`src/rtl/muldiv_pkg.sv`:
```
// -----------------------------------------------------------------------------
// muldiv_pkg
// Shared types and helpers for the RV32M execute-stage multiply/divide
// sequencer: funct3 operation encoding, sequencer state encoding, the RV32
// corner-case constants, and small decode helpers.
// -----------------------------------------------------------------------------
package muldiv_pkg;

  // funct3 encoding of the RV32M operations.
  typedef enum logic [2:0] {
    OP_MUL    = 3'b000,
    OP_MULH   = 3'b001,
    OP_MULHSU = 3'b010,
    OP_MULHU  = 3'b011,
    OP_DIV    = 3'b100,
    OP_DIVU   = 3'b101,
    OP_REM    = 3'b110,
    OP_REMU   = 3'b111
  } muldiv_op_e;

  typedef enum logic [2:0] {
    S_IDLE   = 3'd0,
    S_LAUNCH = 3'd1,
    S_WAIT   = 3'd2,
    S_FIX    = 3'd3,
    S_DONE   = 3'd4,
    S_DRAIN  = 3'd5
  } muldiv_state_e;

  // RV32 values of the most negative integer and of -1.
  localparam logic [31:0] INT_MIN  = 32'h8000_0000;
  localparam logic [31:0] ALL_ONES = 32'hFFFF_FFFF;

  function automatic logic isDivOp(input muldiv_op_e op);
    return op inside {OP_DIV, OP_DIVU, OP_REM, OP_REMU};
  endfunction

  // rs1 is treated as two's complement.
  function automatic logic isSignedA(input muldiv_op_e op);
    return op inside {OP_MUL, OP_MULH, OP_MULHSU, OP_DIV, OP_REM};
  endfunction

  // rs2 is treated as two's complement.
  function automatic logic isSignedB(input muldiv_op_e op);
    return op inside {OP_MUL, OP_MULH, OP_DIV, OP_REM};
  endfunction

  // The result comes from the low half ({hi, lo} -> lo, {rem, quo} -> quo).
  function automatic logic isLoHalf(input muldiv_op_e op);
    return op inside {OP_MUL, OP_DIV, OP_DIVU};
  endfunction

endpackage

```
`src/rtl/muldiv_sign_fix.sv`:
```
// -----------------------------------------------------------------------------
// muldiv_sign_fix
// Purely combinational sign handling around the unsigned iterative unit.
//   Operand side : src_a/src_b + signed_a/signed_b -> mag_a/mag_b (unsigned
//                  magnitudes) and neg_a/neg_b (operand was negative).
//   Result side  : raw_res (unsigned {hi,lo} or {rem,quo}) + fix_is_div and the
//                  registered operand signs -> fix_res, the signed-corrected
//                  2*XLEN result in the same layout.
// -----------------------------------------------------------------------------
module muldiv_sign_fix #(
  parameter int XLEN = 32
) (
  input  logic [XLEN-1:0]   src_a,
  input  logic [XLEN-1:0]   src_b,
  input  logic              signed_a,
  input  logic              signed_b,
  output logic [XLEN-1:0]   mag_a,
  output logic [XLEN-1:0]   mag_b,
  output logic              neg_a,
  output logic              neg_b,
  input  logic              fix_is_div,
  input  logic              fix_neg_a,
  input  logic              fix_neg_b,
  input  logic [2*XLEN-1:0] raw_res,
  output logic [2*XLEN-1:0] fix_res
);

  logic [XLEN-1:0] quo;
  logic [XLEN-1:0] rem;

  // NOTE: every output gets a value on every path through this block, so
  // no latch is inferred.
  always_comb begin
    neg_a = signed_a & src_a[XLEN-1];
    neg_b = signed_b & src_b[XLEN-1];
    // The most negative value negates to itself, which is also its correct
    // unsigned magnitude.
    mag_a = neg_a ? -src_a : src_a;
    mag_b = neg_b ? -src_b : src_b;

    quo = raw_res[XLEN-1:0];
    rem = raw_res[2*XLEN-1:XLEN];
    if (fix_is_div) begin
      // Quotient sign is the XOR of operand signs; remainder follows dividend.
      fix_res = {(fix_neg_a ? -rem : rem),
                 ((fix_neg_a ^ fix_neg_b) ? -quo : quo)};
    end else begin
      fix_res = (fix_neg_a ^ fix_neg_b) ? -raw_res : raw_res;
    end
  end

endmodule

```
`src/rtl/muldiv_ctrl.sv`:
```
// -----------------------------------------------------------------------------
// muldiv_ctrl
// Execute-stage sequencer for the iterative RV32M multiply/divide unit.
// Decodes funct3, strips operand signs, launches the unit with a one-cycle
// start pulse, stalls the pipeline until the result is back, then corrects
// signs and selects the 32-bit rd value. Divide-by-zero and signed overflow
// are resolved locally without launching the unit.
//
// Ports
//   clk, rst_n              clock, async active-low reset (shared with unit)
//   isMulE, aluCtrlE[2:0]   M instruction valid in Execute, funct3
//   srcAE, srcBE            rs1 / rs2 values
//   flushE                  kill the Execute instruction
//   mulStallE               hold IF/ID/E
//   mulValidE, mulResultE   one-cycle result valid, rd value
//   unitStart, unitIsDiv    launch pulse, 0 = multiply / 1 = divide
//   unitA, unitB            unsigned operand magnitudes to the unit
//   unitDone, unitRes       unit completion pulse, {hi,lo} or {rem,quo}
//
// Build option
//   MULDIV_FUSE_EN  keep the last corrected result and reuse it for a
//                   matching follow-up operation (MUL after MULH*, DIV<->REM).
// -----------------------------------------------------------------------------
module muldiv_ctrl
  import muldiv_pkg::*;
#(
  parameter int XLEN = 32
) (
  input  logic              clk,
  input  logic              rst_n,
  input  logic              isMulE,
  input  logic [3:0]        aluCtrlE,
  input  logic [XLEN-1:0]   srcAE,
  input  logic [XLEN-1:0]   srcBE,
  input  logic              flushE,
  output logic              mulStallE,
  output logic              mulValidE,
  output logic [XLEN-1:0]   mulResultE,
  output logic              unitStart,
  output logic              unitIsDiv,
  output logic [XLEN-1:0]   unitA,
  output logic [XLEN-1:0]   unitB,
  input  logic              unitDone,
  input  logic [2*XLEN-1:0] unitRes
);

  // Package constants are the RV32 values; other widths derive them directly.
  localparam logic [XLEN-1:0] INT_MIN_X  =
    (XLEN == 32) ? XLEN'(INT_MIN) : {1'b1, {(XLEN-1){1'b0}}};
  localparam logic [XLEN-1:0] ALL_ONES_X =
    (XLEN == 32) ? XLEN'(ALL_ONES) : {XLEN{1'b1}};

  muldiv_state_e     state_q, state_d;
  muldiv_op_e        op_q, op_d;
  logic              neg_a_q, neg_a_d;
  logic              neg_b_q, neg_b_d;
  logic [XLEN-1:0]   a_q, a_d;
  logic [XLEN-1:0]   b_q, b_d;
  logic [2*XLEN-1:0] raw_q, raw_d;
  logic [XLEN-1:0]   result_q, result_d;

  // Bit 3 of the ALU control carries no meaning for M operations.
  logic unused_ctrl;
  assign unused_ctrl = aluCtrlE[3];

  muldiv_op_e        op_in;
  logic              is_div_in;
  logic              is_rem_in;
  logic              div_zero;
  logic              div_ovf;
  logic [XLEN-1:0]   special_res;
  logic [XLEN-1:0]   mag_a, mag_b;
  logic              neg_a_in, neg_b_in;
  logic [2*XLEN-1:0] fixed;
  logic [XLEN-1:0]   fixed_sel;
  logic              fuse_hit;
  logic [XLEN-1:0]   fuse_res;

  assign op_in = muldiv_op_e'(aluCtrlE[2:0]);

  muldiv_sign_fix #(.XLEN(XLEN)) u_sign_fix (
    .src_a      (srcAE),
    .src_b      (srcBE),
    .signed_a   (isSignedA(op_in)),
    .signed_b   (isSignedB(op_in)),
    .mag_a      (mag_a),
    .mag_b      (mag_b),
    .neg_a      (neg_a_in),
    .neg_b      (neg_b_in),
    .fix_is_div (isDivOp(op_q)),
    .fix_neg_a  (neg_a_q),
    .fix_neg_b  (neg_b_q),
    .raw_res    (raw_q),
    .fix_res    (fixed)
  );

  // Divide corner cases that never reach the unit.
  always_comb begin
    is_div_in = isDivOp(op_in);
    is_rem_in = is_div_in & ~isLoHalf(op_in);
    div_zero  = is_div_in & (srcBE == '0);
    div_ovf   = is_div_in & isSignedA(op_in) &
                (srcAE == INT_MIN_X) & (srcBE == ALL_ONES_X);
    if (div_zero) begin
      special_res = is_rem_in ? srcAE : ALL_ONES_X;
    end else begin
      special_res = is_rem_in ? '0 : INT_MIN_X;
    end
    fixed_sel = isLoHalf(op_q) ? fixed[XLEN-1:0] : fixed[2*XLEN-1:XLEN];
  end

`ifdef MULDIV_FUSE_EN
  // Last-result cache: raw operands, funct3 and the 64-bit corrected result.
  logic              fz_valid_q, fz_valid_d;
  logic [XLEN-1:0]   fz_a_q, fz_a_d;
  logic [XLEN-1:0]   fz_b_q, fz_b_d;
  muldiv_op_e        fz_op_q, fz_op_d;
  logic [2*XLEN-1:0] fz_res_q, fz_res_d;
  logic [XLEN-1:0]   src_a_q, src_a_d;
  logic [XLEN-1:0]   src_b_q, src_b_d;

  always_comb begin
    fuse_hit = 1'b0;
    if (fz_valid_q && (srcAE == fz_a_q) && (srcBE == fz_b_q)) begin
      unique case (op_in)
        // The low product word does not depend on operand signedness.
        OP_MUL:                       fuse_hit = !isDivOp(fz_op_q);
        OP_MULH, OP_MULHSU, OP_MULHU: fuse_hit = (fz_op_q == op_in);
        // DIV/REM share bit 0 = 0, DIVU/REMU share bit 0 = 1.
        default:                      fuse_hit = isDivOp(fz_op_q) &&
                                                 (fz_op_q[0] == op_in[0]);
      endcase
    end
    fuse_res = isLoHalf(op_in) ? fz_res_q[XLEN-1:0] : fz_res_q[2*XLEN-1:XLEN];
  end

  always_comb begin
    fz_valid_d = fz_valid_q;
    fz_a_d     = fz_a_q;
    fz_b_d     = fz_b_q;
    fz_op_d    = fz_op_q;
    fz_res_d   = fz_res_q;
    src_a_d    = src_a_q;
    src_b_d    = src_b_q;
    if (state_q == S_IDLE && isMulE && !flushE) begin
      src_a_d = srcAE;
      src_b_d = srcBE;
    end
    // Every abort goes through flushE, so it alone invalidates the cache.
    if (flushE) begin
      fz_valid_d = 1'b0;
    end else if (state_q == S_FIX) begin
      fz_valid_d = 1'b1;
      fz_a_d     = src_a_q;
      fz_b_d     = src_b_q;
      fz_op_d    = op_q;
      fz_res_d   = fixed;
    end
  end

  always_ff @(posedge clk or negedge rst_n) begin
    if (!rst_n) begin
      fz_valid_q <= 1'b0;
      fz_a_q     <= '0;
      fz_b_q     <= '0;
      fz_op_q    <= OP_MUL;
      fz_res_q   <= '0;
      src_a_q    <= '0;
      src_b_q    <= '0;
    end else begin
      fz_valid_q <= fz_valid_d;
      fz_a_q     <= fz_a_d;
      fz_b_q     <= fz_b_d;
      fz_op_q    <= fz_op_d;
      fz_res_q   <= fz_res_d;
      src_a_q    <= src_a_d;
      src_b_q    <= src_b_d;
    end
  end
`else
  assign fuse_hit = 1'b0;
  assign fuse_res = '0;
`endif

  // Next-state and datapath capture.
  always_comb begin
    state_d  = state_q;
    op_d     = op_q;
    neg_a_d  = neg_a_q;
    neg_b_d  = neg_b_q;
    a_d      = a_q;
    b_d      = b_q;
    raw_d    = raw_q;
    result_d = result_q;
    unique case (state_q)
      S_IDLE: begin
        if (isMulE && !flushE) begin
          op_d    = op_in;
          neg_a_d = neg_a_in;
          neg_b_d = neg_b_in;
          a_d     = mag_a;
          b_d     = mag_b;
          if (div_zero || div_ovf) begin
            result_d = special_res;
            state_d  = S_DONE;
          end else if (fuse_hit) begin
            result_d = fuse_res;
            state_d  = S_DONE;
          end else begin
            state_d = S_LAUNCH;
          end
        end
      end
      // The start pulse is issued in this cycle even when flushed, so a flush
      // still has to wait for the unit to finish.
      S_LAUNCH: state_d = flushE ? S_DRAIN : S_WAIT;
      S_WAIT: begin
        if (unitDone) begin
          raw_d   = unitRes;
          // A flush coinciding with completion leaves nothing to drain.
          state_d = flushE ? S_IDLE : S_FIX;
        end else if (flushE) begin
          state_d = S_DRAIN;
        end
      end
      S_FIX: begin
        if (flushE) begin
          state_d = S_IDLE;
        end else begin
          result_d = fixed_sel;
          state_d  = S_DONE;
        end
      end
      S_DONE:  state_d = S_IDLE;
      S_DRAIN: if (unitDone) state_d = S_IDLE;
      default: state_d = S_IDLE;
    endcase
  end

  // NOTE: sequential state uses non-blocking assignments so every flop
  // samples the pre-edge values regardless of statement order.
  always_ff @(posedge clk or negedge rst_n) begin
    if (!rst_n) begin
      state_q  <= S_IDLE;
      op_q     <= OP_MUL;
      neg_a_q  <= 1'b0;
      neg_b_q  <= 1'b0;
      a_q      <= '0;
      b_q      <= '0;
      raw_q    <= '0;
      result_q <= '0;
    end else begin
      state_q  <= state_d;
      op_q     <= op_d;
      neg_a_q  <= neg_a_d;
      neg_b_q  <= neg_b_d;
      a_q      <= a_d;
      b_q      <= b_d;
      raw_q    <= raw_d;
      result_q <= result_d;
    end
  end

  // Outputs.
  always_comb begin
    unitStart  = (state_q == S_LAUNCH);
    mulValidE  = (state_q == S_DONE) && !flushE;
    mulStallE  = (isMulE && (state_q != S_DONE)) || (state_q == S_DRAIN);
    unitIsDiv  = isDivOp(op_q);
    unitA      = a_q;
    unitB      = b_q;
    mulResultE = result_q;
  end

endmodule

```
`config.mk`:
```
export PLATFORM = sky130hd
export DESIGN_NAME = muldiv_ctrl
export DESIGN_NICKNAME = d
export VERILOG_FILES = /design/src/rtl/muldiv_pkg.sv /design/src/rtl/muldiv_sign_fix.sv /design/src/rtl/muldiv_ctrl.sv
export SDC_FILE = /design/constraint.sdc
export NUM_CORES = 1
export LEC_CHECK = 0
export BUFFER_PORTS_ARGS = -buffer_cell sky130_fd_sc_hd__clkbuf_2
export CAP_MARGIN = 20
export CORE_ASPECT_RATIO = 0.6
export CORE_MARGIN = 2
export CORE_UTILIZATION = 36
export DETAILED_ROUTE_END_ITERATION = 12
export GPL_TIMING_DRIVEN = 1
export SYNTH_ARGS = -nofsm -noshare
export SYNTH_HDL_FRONTEND = slang
export SYNTH_HIERARCHICAL = 1
export SYNTH_SLANG_ARGS = --single-unit
```
`constraint.sdc`:
```
create_clock -name clk -period 5.9 [get_ports clk]
set_input_delay 0 -clock clk [delete_from_list [all_inputs] [get_ports clk]]
set_output_delay 0 -clock clk [all_outputs]
set_load 0.02 [all_outputs]
```
# Yosys cells after proc, flatten, opt, wreduce, memory -nomap -nowiden
# Index checks and enable logic that the tools add are counted.
[op_classes]
addsub = 5
n_eq_ne = 23
muxes = 23
bitwise = 9
reduce_logical = 21
[ops]
columns = ["op", "n"]
rows = [
  ["$mux W32", 11],
  ["$mux W64", 2],
  ["$neg A32 Y32", 4],
  ["$eq A32 B32 Y1 const B", 2],
  ["$neg A64 Y64", 1],
  ["$pmux W32 S2", 1],
  ["$logic_not A32 Y1", 1],
  ["$eq A3 B3 Y1 const B", 10],
  ["$mux W3", 7],
  ["$pmux W3 S5", 1],
  ["$reduce_bool A4 Y1", 3],
  ["$eq A3 B2 Y1 const B", 3],
  ["$logic_not A3 Y1", 3],
  ["$ne A2 B2 Y1 const B", 4],
  ["$and A1 B1 Y1", 7],
  ["$eq A3 B1 Y1 const B", 2],
  ["$ne A3 B3 Y1 const B", 2],
  ["$reduce_bool A3 Y1", 2],
  ["$reduce_bool A5 Y1", 1],
  ["$reduce_and A2 Y1", 2],
  ["$reduce_and A4 Y1", 1],
  ["$logic_and A1 B1 Y1", 3],
  ["$reduce_and A3 Y1", 1],
  ["$logic_or A1 B1 Y1", 2],
  ["5 further kinds", 5],
]
[totals]
ff_bits = 168
input_bits = 137

# Depth between registers and ports, before layout
[logic_depth]
ltp_word = 9
ltp_mapped = 13
depth_no_buf = 12

# Hierarchy
# The synthesis kept the hierarchy.
[modules_own_cells]
columns = ["mod", "n_inst", "cells_per_inst", "area_per_inst_um2", "seq_area_each_um2"]
rows = [
  ["muldiv_ctrl", 1, 770, 8242.9, 4204.0],
  ["muldiv_sign_fix", 1, 514, 3235.6, 0.0],
]

# Least setup slack after synthesis
# No wires, ideal clock.
[synth_path]
path_type = "register to register"
start = "register raw_q[12]"
end = "register result_q[27], in the netlist mulResultE[27]"
t_arrival_ns = 2.841
required_time_ns = 5.777
slack_ns = 2.936
stages_incl_launch_ff = 11
n_path_buf = 0
synth_period_minus_slack_ns = 2.964
cell_sequence = "dfrtp_1 > or3_4 > or4b_4 > or3_2 > o41ai_2 > o21ai_1 > xor2_1 > mux2i_1 > nor2_1 > a41oi_2 > o21ai_2"
[synth_via]
elab_chain_cells = 6
[synth_rtl]
columns = ["item", "line", "rtl"]
rows = [
  ["start: declaration", "muldiv_ctrl.sv:59", "logic [2*XLEN-1:0] raw_q, raw_d;"],
  ["start signal: assignment", "muldiv_ctrl.sv:259", "raw_q <= raw_d;"],
  ["$neg A64 Y64", "muldiv_sign_fix.sv:48", "fix_res = (fix_neg_a ^ fix_neg_b) ? -raw_res : raw_res;"],
  ["$mux W64", "muldiv_sign_fix.sv:48", ""],
  ["$mux W64", "muldiv_sign_fix.sv:43", "if (fix_is_div) begin"],
  ["named net fixed[59]", "muldiv_ctrl.sv:74", "logic [2*XLEN-1:0] fixed;"],
  ["$mux W32", "muldiv_ctrl.sv:109", "fixed_sel = isLoHalf(op_q) ? fixed[XLEN-1:0] : fixed[2*XLEN-1:XLEN];"],
  ["$mux W32", "muldiv_ctrl.sv:227", "if (flushE) begin"],
  ["$pmux W32 S2", "muldiv_ctrl.sv:195", "unique case (state_q)"],
  ["end signal: assignment", "muldiv_ctrl.sv:260", "result_q <= result_d;"],
  ["end: declaration", "muldiv_ctrl.sv:60", "logic [XLEN-1:0] result_q, result_d;"],
]
# The timed path passes the listed nets, and every way through them passes these cells. The select of a mux whose other input is x is not followed.
# A chain may end at the register's enable or synchronous reset.

# Worst setup path in the final report
[layout_path]
start = "register raw_q[6]"
end = "register result_q[31], in the netlist mulResultE[31]"
# The elaborated chain is that of the path after synthesis.

==> impl_summary.txt <==
----------------------------------------------------
[STA]
  Setup total negative slack ... 0 ns
  Worst setup skew after layout ... 0.0117 ns
  Final Max Slew Viols ... 0
  Post-layout min period ... 4.09 ns
  Maximum clock rate ... 244 MHz
  RSZ-0062 raised after global routing ... false
  Hold violation total from the final report ... 0
  Final critical-path share of the clock period ... 69.4%
  Worst slew margin relative to its limit ... 26.3%
  Setup Viol. Count Final ... 0
  Worst Max-Slew Pin Slew ... 1.10 ns

[Synthesis]
  Register bit count reported by yosys ... 168
  Proportion of register bits with asynchronous set or reset after synthesis ... 100%
  Number of nets produced by synthesis ... 1425
  Count of cell types in the netlist ... 66
  Yosys warns ... 6
  Gate count of the mapped netlist ... 1284
  Post-synth design cell area ... 11500 sq um
  Dominant register cell in the synthesized netlist ... sky130_fd_sc_hd__dfrtp_1
  Mapped Avg Cell Area ... 8.94 sq um
  Post-synth EDFFs ... 0
  Sequential share of the synthesized area ... 36.6%

[Worst setup path]
  CP Max Fanout ... 7
  Required time worst endpoint ... 6.24 ns
  CP endpoint ... mulResultE[31]$_DFFE_PN0P_
  Capturing element type of the critical path ... flip-flop
  Launching element type of the critical path ... flip-flop
  Worst-case reg-to-reg path depth ... 10
  Worst Path Arrival ... 4.43 ns
  Reg2reg start ... raw_q[6]$_DFFE_PN0P_
  Worst setup path start ... raw_q[6]$_DFFE_PN0P_
  Endpoint of the worst-slack reg-to-reg timing path ... mulResultE[31]$_DFFE_PN0P_
  Worst setup path category ... flip-flop to flip-flop
  Worst setup slack for register-to-register paths ... 1.81 ns

[Clock network]
  Number of CTS-inserted buffers ... 17
  Clk pin slew, worst setup/hold paths ... 0.07 ns
  Root Driver ... sky130_fd_sc_hd__clkbuf_16
  Number of sinks handled by clock tree synthesis ... 168
  Number of levels the H-tree was split into ... 4
  Clock tree from TritonCTS ... built
  Clock insertion delay at the later pin of the skew report ... 0.46 ns
  Number of buffers on the longest clock path ... 2

[Power and ir drop]
  Power density over cell area ... 523 nW/um^2
  Switching Share ... 49.1%
  Power share of the combinational group ... 53.6%
  Sequential Power Share ... 30.9%
  Net switching power ... 3.82 mW
  Clock network power share ... 15.5%
  Int Pwr ... 3.96 mW
  Leakage power total ... 6.48 nW
  Maximum resistive drop on vdd ... 0.000238 V

[Floorplanning]
  Horizontal die dimension ... 235 microns
  Vertical die dimension ... 142 microns
  Total I/O pin count ... 237
  Core area ... 31300 sq um
  Area of the die ... 33400 sq um
  # rows ... 50
  Effective utilization at floorplan ... 36.7%

[Layout]
  Area used by sequential logic in the layout ... 4200 sq um
  Area occupied by multi-input gates ... 6850 sq um
  Area added between synthesis and finish ... 29.7%
  Share of cells above drive strength 1 ... 26.8%
  Diode insertion count for antenna repair ... 0
  Final design utilization ... 47.6%
  Total Nets Final ... 1746
  Layout fillers ... 3039

[Global route]
  Initial antenna violation count ... 0
  Overall overflow remaining after global route ... 0
  Global-route wire length before repair ... 65700 microns
  Maximum number of pins on one net before global-route repair ... 73
  Number of global-route vias before repair ... 10.8k
  Total GRT Usage ... 26.4%

[Drt]
  Final routed wire length divided by cell count ... 21.8 microns
  Routed Wire Length ... 44300 microns
  Detailed-route vias per instance ... 5.59
  Vias ... 11.4k
  DRT antenna net count ... 0
  Remaining routing DRC violations ... 0
  DR pass1 iterations ... 8
  Violation count after the first detailed-routing iteration ... 1305

[Flow run]
  Max-cap violation count ... 0

[Placed design]
  Gpl congestion ... 0.976
  DP Wirelength ... 31500 microns
  Number of I/O port buffers ... 235

[Min path]
  Class of the tightest hold or removal check ... input pin to flip-flop

[Outcome]
  Status ... finished clean

----------------------------------------------------
[cells in the mapped netlist (all sizes together) (2+ instances only)]
cell / instances / area share (%)
nand4b: 2 / 0.15
clkbuf: 53 / 1.7
o31ai: 14 / 0.92
and2: 2 / 0.11
nor3: 28 / 1.3
and4b: 2 / 0.17
a21boi: 4 / 0.36
nor4: 40 / 2.6
nand3b: 4 / 0.26
nand2b: 7 / 0.38
a32oi: 3 / 0.23
or3: 16 / 0.94
xor2: 60 / 4.6
o31a: 2 / 0.15
nor2: 86 / 2.8
buf: 28 / 1.6
or2: 2 / 0.11
nand4: 11 / 0.60
a41oi: 33 / 4.5
a31oi: 7 / 0.38
or4: 17 / 1.2
ha: 4 / 0.44
o41ai: 10 / 0.83
nor4b: 2 / 0.15
nor2b: 3 / 0.16
nor3b: 3 / 0.20
nor4bb: 2 / 0.17
o21a: 31 / 2.0
a21oi: 49 / 2.1
and3: 5 / 0.27
a22oi: 3 / 0.20
dfrtp: 168 / 37
inv: 21 / 0.69
a211oi: 2 / 0.13
xnor2: 64 / 4.9
o211ai: 33 / 2.2
nand2: 258 / 8.4
o21ai: 82 / 4.6
o22ai: 2 / 0.11
nand3: 14 / 0.76
mux2i: 33 / 2.9
mux2: 66 / 6.5
[state kept, by name, indices dropped and copies added (netlist names)]
| signal | flops |
|---|---|
| op_q | 3 |
| state_q | 3 |
| mulResultE | 32 |
| neg_b_q | 1 |
| neg_a_q | 1 |
| unitB | 32 |
| unitA | 32 |
| raw_q | 64 |
[cells in the final DEF (no fill, tap or decap), drive strengths merged, types with 4 or more instances in the layout]
master	synthesis	final
clkbuf	53	251
ha	4	4
o21ai	82	82
xnor2	64	64
o21a	31	31
nand2	258	258
nand3b	4	4
mux2i	33	33
dlygate4sd3	0	131
nor4	40	40
mux2	66	66
or3	16	16
dfrtp	168	168
o31ai	14	14
or4	17	17
nor3	28	28
a21boi	4	4
buf	28	18
inv	21	28
nand4	11	11
nand3	14	14
a41oi	33	33
clkinv	0	6
o41ai	10	10
o211ai	33	33
a21oi	49	49
a31oi	7	7
nor2	86	86
xor2	60	60
and3	5	5
nand2b	7	7
[cell families (layout without fill, tap and decap cells)]
| logic type | Yosys count | after routing | synth area share [%] |
|---|---|---|---|
| muxes | 99 | 99 | 9.35 |
| xor gates and xnor gates | 124 | 124 | 9.46 |
| buffers and inverters | 102 | 436 | 4.00 |
| AOI/OAI and AO/OA | 279 | 279 | 19.0 |
| adders and majority gates | 4 | 4 | 0.436 |
| and+or+nand+nor | 508 | 508 | 21.1 |
| DFF | 168 | 168 | 36.6 |
[through the flow]
stage | setup slack, ns | hold WS [ns] | area (sq um) | instances | total power [mW]
floorplan | 2.94 | -0.296 | 11500 | 1284 | 4.94
global placement | 2.07 | 0.0671 | 13000 | 1871 | 6.33
detailed placement | 2.02 | 0.0842 | 13000 | 1871 | 6.41
CTS | 2.00 | 0.00622 | 14900 | 2034 | 7.71
global route | 1.66 | 0.0615 | 14900 | 2034 | 8.23
finish | 1.81 | 0.0408 | 14900 | 2034 | 7.78
[what timing repair did]
| item | CTS | global route |
|---|---|---|
| endpoints found under the hold margin | 197 | 0 |
| setup buffers | 0 | 0 |
| hold buffers | 131 | 0 |
| gates resized for setup | 0 | 0 |
[cell type report]
class,instances,share of cell area [%]
Multi-Input combinational cell,1014,46.0
Sequential cell,168,28.2
Timing Repair Buffer,383,17.6
Tap cell,416,3.50
Clock buffer,17,2.86
Clock inverter,15,1.25
Inverter,21,0.530
[worst min path at each step]
stage	from	endpoint	slack, ns	depth (start not counted)
global placement	rst_n	unitA[0]$_DFFE_PN0P_	0.07	1
floorplan	rst_n	mulResultE[0]$_DFFE_PN0P_	-0.30	0
finish	srcBE[1]	unitB[1]$_DFFE_PN0P_	0.04	5
global route	srcAE[27]	unitA[27]$_DFFE_PN0P_	0.06	4
detailed placement	rst_n	unitA[0]$_DFFE_PN0P_	0.08	1
CTS	srcAE[27]	unitA[27]$_DFFE_PN0P_	0.006	4
[power by group through the flow]
stage               registers (mW)  clock network, mW  logic [mW]
floorplan                     2.51                  0        2.43
global placement              2.38                  0        3.95
detailed placement            2.40                  0        4.01
CTS                           2.38               1.24        4.10
global route                  2.48               1.28        4.47
finish                        2.41               1.21        4.17
[worst max-delay path, cell delays in order (launching register included)]
cell                       delay [ns]
sky130_fd_sc_hd__dfrtp_1         0.43
sky130_fd_sc_hd__nor4_2          0.63
sky130_fd_sc_hd__nand4b_1        0.46
sky130_fd_sc_hd__nor3_1          0.93
sky130_fd_sc_hd__a32oi_1         0.28
sky130_fd_sc_hd__o21ai_0         0.35
sky130_fd_sc_hd__xnor2_1         0.11
sky130_fd_sc_hd__nor2b_1         0.13
sky130_fd_sc_hd__a211oi_1        0.28
sky130_fd_sc_hd__a21oi_1         0.07
sky130_fd_sc_hd__mux2_2          0.30
[metal layers]
layer	wire length [microns]	GRT usage, %	vias to the layer above	share of wire (%)
li1	-	-	5239	-
met1	21000	39.9	5492	47
met2	17700	35.9	605	40
met3	4970	8.91	36	11
met4	619	5.36	0	1.4
met5	0	0	-	0
(Power assumes the default switching activity.)
